$ cat config.mk
export PLATFORM = sky130hd
export DESIGN_NAME = vga_timing_gen
export DESIGN_NICKNAME = d
export VERILOG_FILES = /design/src/rtl/vga_timing_gen.sv
export SDC_FILE = /design/constraint.sdc
export NUM_CORES = 1
export LEC_CHECK = 0
export ABC_AREA = 0
export ABC_CLOCK_PERIOD_IN_PS = 3300
export CAP_MARGIN = 10
export CELL_PAD_IN_SITES_DETAIL_PLACEMENT = 0
export CELL_PAD_IN_SITES_GLOBAL_PLACEMENT = 1
export CORE_AREA = 2 2 103 65
export CTS_BUF_LIST = sky130_fd_sc_hd__clkbuf_8
export CTS_CLUSTER_SIZE = 28
export DETAILED_ROUTE_END_ITERATION = 8
export DIE_AREA = 0 0 105 67
export PLACE_DENSITY_LB_ADDON = 0.3
export SETUP_SLACK_MARGIN = 0.2
export SLEW_MARGIN = 20
export SYNTH_ARGS = -nofsm -noshare
export SYNTH_HDL_FRONTEND = slang
export SYNTH_SLANG_ARGS = --single-unit
$ cat constraint.sdc
create_clock -name clk -period 3.3 [get_ports clk]
set_input_delay 0.33 -clock clk [delete_from_list [all_inputs] [get_ports clk]]
set_output_delay 0.33 -clock clk [all_outputs]
set_load 0.1 [all_outputs]
$ cat src/rtl/vga_timing_gen.sv
// Raster timing generator: pixel/line counters with registered sync, blank,
// line/frame strobes and a frame counter, all derived from the next counter state.
module vga_timing_gen #(
    parameter int H_ACTIVE = 1024,
    parameter int H_FP     = 24,
    parameter int H_SYNC   = 136,
    parameter int H_BP     = 160,
    parameter int V_ACTIVE = 768,
    parameter int V_FP     = 3,
    parameter int V_SYNC   = 6,
    parameter int V_BP     = 29,
    parameter bit SYNC_POL = 1'b0
) (
    input  logic        clk,
    input  logic        reset_n,
    input  logic        enable,
    output logic [10:0] hcount,
    output logic [9:0]  vcount,
    output logic        hsync,
    output logic        vsync,
    output logic        blank,
    output logic        line_start,
    output logic        frame_start,
    output logic [15:0] frame_count
);

    localparam int H_TOTAL = H_ACTIVE + H_FP + H_SYNC + H_BP;
    localparam int V_TOTAL = V_ACTIVE + V_FP + V_SYNC + V_BP;

    localparam logic [10:0] H_LAST = 11'(H_TOTAL - 1);
    localparam logic [9:0]  V_LAST = 10'(V_TOTAL - 1);

    // Window bounds are one bit wider than the counters so an end bound of
    // exactly 2048 (or 1024) does not wrap to zero.
    localparam logic [11:0] H_ACT_END = 12'(H_ACTIVE);
    localparam logic [11:0] HS_START  = 12'(H_ACTIVE + H_FP);
    localparam logic [11:0] HS_END    = 12'(H_ACTIVE + H_FP + H_SYNC);
    localparam logic [10:0] V_ACT_END = 11'(V_ACTIVE);
    localparam logic [10:0] VS_START  = 11'(V_ACTIVE + V_FP);
    localparam logic [10:0] VS_END    = 11'(V_ACTIVE + V_FP + V_SYNC);

    if (H_TOTAL < 1 || H_TOTAL > 2048) begin : g_h_total_check
        $error("vga_timing_gen: H_TOTAL must be in 1..2048");
    end
    if (V_TOTAL < 1 || V_TOTAL > 1024) begin : g_v_total_check
        $error("vga_timing_gen: V_TOTAL must be in 1..1024");
    end

    logic        h_wrap;
    logic        v_wrap;
    logic [10:0] h_next;
    logic [9:0]  v_next;
    logic        hsync_next;
    logic        vsync_next;
    logic        blank_next;

    always_comb begin
        h_wrap     = (hcount == H_LAST);
        v_wrap     = (vcount == V_LAST);
        h_next     = h_wrap ? 11'd0 : hcount + 11'd1;
        v_next     = vcount;
        if (h_wrap) begin
            v_next = v_wrap ? 10'd0 : vcount + 10'd1;
        end
        hsync_next = (({1'b0, h_next} >= HS_START) && ({1'b0, h_next} < HS_END))
                     ? SYNC_POL : ~SYNC_POL;
        vsync_next = (({1'b0, v_next} >= VS_START) && ({1'b0, v_next} < VS_END))
                     ? SYNC_POL : ~SYNC_POL;
        blank_next = ({1'b0, h_next} >= H_ACT_END) || ({1'b0, v_next} >= V_ACT_END);
    end

    // Strobes are cleared on idle clocks so they stay one clk wide at any enable duty.
    always_ff @(posedge clk) begin
        if (!reset_n) begin
            hcount      <= 11'd0;
            vcount      <= 10'd0;
            hsync       <= ~SYNC_POL;
            vsync       <= ~SYNC_POL;
            blank       <= 1'b0;
            line_start  <= 1'b0;
            frame_start <= 1'b0;
            frame_count <= 16'd0;
        end else if (enable) begin
            hcount      <= h_next;
            vcount      <= v_next;
            hsync       <= hsync_next;
            vsync       <= vsync_next;
            blank       <= blank_next;
            line_start  <= h_wrap;
            frame_start <= h_wrap && v_wrap;
            if (h_wrap && v_wrap) begin
                frame_count <= frame_count + 16'd1;
            end
        end else begin
            line_start  <= 1'b0;
            frame_start <= 1'b0;
        end
    end

endmodule

==> Word level (Yosys, flattened, before mapping) <==
Cells that the tools add are included.
{ "totals": {"inputBits": 3, "wordCells": 30, "ff_bits": 42, "output_inout_bits": 42} }
{ "classes": {"order_cmp": 6, "n_eq_ne": 2, "addsub": 3, "reduce_logical": 6, "mux": 5} }
{ "ops": {"columns": ["operator", "count"], "rows": [
  [">= comparator 11 bit (second input constant)", 2],
  [">= comparator 10 bit (second input constant)", 2],
  ["2-to-1 mux 10 bit", 2],
  ["adder 16 x 1 -> 16 bit (second input constant)", 1],
  ["adder 11 x 1 -> 11 bit (second input constant)", 1],
  ["equality test 11 bit (second input constant)", 1],
  ["less-than comparator 11 bit (second input constant)", 1],
  ["2-to-1 mux 11 bit", 1],
  ["adder 10 x 1 -> 10 bit (second input constant)", 1],
  ["equality test 10 bit (second input constant)", 1],
  ["less-than comparator 10 bit (second input constant)", 1],
  ["AND reduction 2 bit", 2],
  ["logical AND 1 bit", 3],
  ["2-to-1 mux 1 bit", 2],
  ["logical OR 1 bit", 1]
]} }

==> Logic depth before layout (Yosys ltp) <==
{ "logic_depth": {"depth_word": 6, "mapped_depth": 10, "depth_no_buf": 9} }

==> Least setup slack after synthesis <==
No wires, ideal clock.
{ "synth_path": {"kind": "register to register", "start": "register hcount[0]", "end": "register vsync", "stages_incl_launch_ff": 10, "setup_slack_ns": 0.170, "required_ns": 3.225, "t_arrival_ns": 3.055, "period_less_slack_ns": 3.130, "cell_sequence": "dfxtp_1 ha_1 and4_1 and4_1 buf_4 nand3_2 mux2_4 or4_1 and4_1 a31oi_1"} }
{ "synth_via": {"elab_chain_cells": 5, "elab_cells_between_ends": 6} }
{ "synth_rtl": {"columns": ["element", "line", "text"], "rows": [
  ["start, declared", "17", "output logic [10:0] hcount,"],
  ["start signal, assigned", "84", "hcount <= h_next;"],
  ["equality test 11 bit *", "58", "h_wrap = (hcount == H_LAST);"],
  ["2-to-1 mux 10 bit *", "62", "if (h_wrap) begin"],
  [">= comparator 10 bit or less-than comparator 10 bit (tied branches)", "67", "vsync_next = (({1'b0, v_next} >= VS_START) && ({1'b0, v_next} < VS_END))"],
  ["logical AND 1 bit *", "67", null],
  ["2-to-1 mux 1 bit *", "68", "? SYNC_POL : ~SYNC_POL;"],
  ["end signal, assigned", "78", "vsync <= ~SYNC_POL;"],
  ["end signal, assigned", "87", "vsync <= vsync_next;"],
  ["end, declared", "20", "output logic vsync,"]
]} }
Mark *: on every way between the ends. The rest lies on a longest branch, timed or not.
A chain may end at the register's enable or synchronous reset.

==> Worst setup path in the final report <==
Ends and elaborated chain as after synthesis.

==> impl_metrics.toml <==
[global_route]
overflow = 0
grt_pass1_vias = 1873
antenna_found_initial = 0
grt_max_degree = 40
grt_first_pass_wirelength_microns = 9320
track_usage_pct = 16.7

[synthesis]
synth_largest_area_cell = "dfxtp_1"
synthMuxAreaShare_pct = 3.58
synth-seq-area-share_pct = 35.3
syn_inst = 284
ys_ff_latch = 42
avgSynthCellArea_sq_um = 8.38
synth_edf_count = 0
ys_warn_count = 0
synth_xor_xnor_area_share_pct = 8.84
synth_top_area_share_pct = 35.3
synth_common_cells = "42 x dfxtp_1, 30 x nand2_1, 19 x and2_1, 17 x xnor2_1, 16 x o21ai_0"
synth_top_family_by_area = "simple AND/OR/NAND/NOR gates"
async_reset_ff_share_pct = 0
synth_compound_area_share_pct = 11.0
yosys-top-cells-area = "dfxtp_1 35%, xnor2_1 6.3%, and2_1 5.0%, nand2_1 4.7%, a21boi_0 3.8%"
synth_area_sq_um = 2380
synth_nets = 292
yosys.area_share.simple_pct = 35.2
ys.flop_type = "dfxtp_1"
synth_most_common_cell = "dfxtp_1"
yosysUniqueCellTypes = 39
yosys.area_share.adder_pct = 2.63

[critical_path]
cp_num_buf_inv = 0
crit_cells = 8
worstSetupPathType = "flip-flop to flip-flop"
crit_family = "simple AND/OR/NAND/NOR gates"
cp.arrival_ns = 2.88
r2r_end = "vsync"
r2r_start = "hcount[0]"
r2r_setup_slack_ns = 0.65
critPathMostFrequentCell = "and4_1"
critPathLaunchType = "flip-flop"
crit_end = "vsync"
reg2reg_depth = 8
critPathMaxFanout = 8
worst_path_largest_cell_delay_ns = 0.52
cp_slowest_cell = "or4_1"
path_cells = "ha_1 > and4_1 > and4_1 > nand3_2 > mux2_4 > or4_1 > and4_1 > a31oi_1"
endpoint_kind = "flip-flop"
crit_required_ns = 3.53
critPathLaunch = "hcount[0]"

[route]
ant_nets = 0
drt_iter0_drc = 131
wl_microns = 5580
post_drt_via_cell_ratio = 5.18
remaining_drc_errors = 0
vias = 2108
firstDrtPassIters = 4
wl_per_cell_microns = 13.7

[sta]
maxSlewHeadroom_pct = 34.6
finalCritPeriodShare_pct = 80.4
finalCriticalPeriod_ns = 2.65
max_freq_mhz = 377
setup_ws_ns = 0.646
hold_viol_final = 0
max_slew.worst_pin.slew_ns = 0.977
rsz0062_at_grt = "false"
setup_tns_ns = 0
skew_ns = 0.00691
finalSetupViolCount = 0
maxSlewViolCount = 0
holdWs_ns = 0.490

[hold_path]
min_path_type = "flip-flop to flip-flop"

[clock_network]
cts_buffers = 5
ctsRootBufferMaster = "clkbuf_8"
cts_hold_buf = 0
cts.clk_slew.worst_paths_ns = 0.08
cts_tree = "yes"
cts_setup_buffers = 0
cts_max_path_buffers = 2
cts_resized = 0
clock_latency_ns = 0.29
cts.sink_count = 42
htree_levels = 2

[placed_design]
preCtsSetupSlack_ns = 0.666
dp_hpwl_microns = 3860
gp_congestion = 0.872
dp.cells = 399
numPortBuffers = 44
post_dp_cell_area_sq_um = 2870

[die]
rows = 22
core_sq_um = 6000
die_area_sq_um = 7040
pin_count = 45
die_w_microns = 105
start_util_pct = 39.6
die_y_microns = 67

[run]
drv_cap = 0

[outcome]
status = "finished, final reports clean"

[finish]
final_area_sq_um = 2960
final-seq-area_sq_um = 843
diodes = 0
final_cells = 407
nNetsFinal = 330
n_fill_cell = 609
drive_above_1_share_pct = 6.19
multiInputGateArea_sq_um = 1460
final_util_pct = 49.3
area.growth.synth_to_final_pct = 24.5

[power]
power_density_nw_per_um2 = 309
p_leak_nw = 1.02
total_power_mw = 0.916
peakVddDrop_mv = 0.160
-- flip-flops by register name, summed over array words and instances, names as in the netlist --
name	count
blank	1
line_start	1
vcount	10
hcount	11
vsync	1
frame_count	16
hsync	1
frame_start	1
-- layer usage --
layer | up-vias | wire (microns) | global-route usage, %
met1 | 979 | 3100 | 24.9
met2 | 48 | 2240 | 23.5
li1 | 1079 | - | -
met3 | 2 | 214 | 4.70
met5 | - | 0 | 0
met4 | 0 | 24 | 3.50
-- power breakdown --
part	leakage (nW)	total, mW	switching, mW	internal [mW]
clock network	0.0524	0.347	0.181	0.166
registers	0.339	0.513	0.00376	0.510
logic	0.624	0.0557	0.0382	0.0176
total	1.02	0.916	0.223	0.693
-- placed cells by master (no fill, tap or decap), types with 5 or more instances in the layout --
master           instances
xnor2_1                 17
nor3_1                   7
nor2b_1                 12
dfxtp_1                 40
clkdlybuf4s50_1         41
nor2_1                  15
mux2i_1                  7
or3_1                    9
a21oi_1                  9
a21boi_0                12
clkbuf_8                 6
nand3_1                  9
nand2_1                 30
and4_1                   5
o21ai_0                 16
and3_1                   8
xor2_1                   7
nand4_1                 13
and2_1                  19
buf_4                    6
ha_1                     5
-- final cells by class --
type	count	area share, %
Multi-Input combinational cell	224	49.2
Clock buffer	6	2.79
Tap cell	84	3.55
Timing Repair Buffer	47	15.4
Clock inverter	2	0.296
Inverter	2	0.254
Sequential cell	42	28.5
-- worst min-delay path by stage --
stage                     slack, ns    start  depth (start not counted)    endpoint
after global placement         0.48    hsync                          1       hsync
after CTS                      0.49    hsync                          1       hsync
after global routing           0.50    hsync                          1       hsync
after floorplan                0.51  reset_n                          2  line_start
final                          0.49    hsync                          1       hsync
after detailed placement       0.47    hsync                          1       hsync
-- logic make-up (layout without fill, tap and decap cells) --
group / Yosys count / after routing
fa+ha+maj: 5 / 5
buf+inv: 18 / 57
simple gates: 144 / 144
mux: 8 / 8
compound gates: 43 / 43
xor+xnor: 24 / 24
flops: 42 / 42
Power figures use the tool's default switching activity.
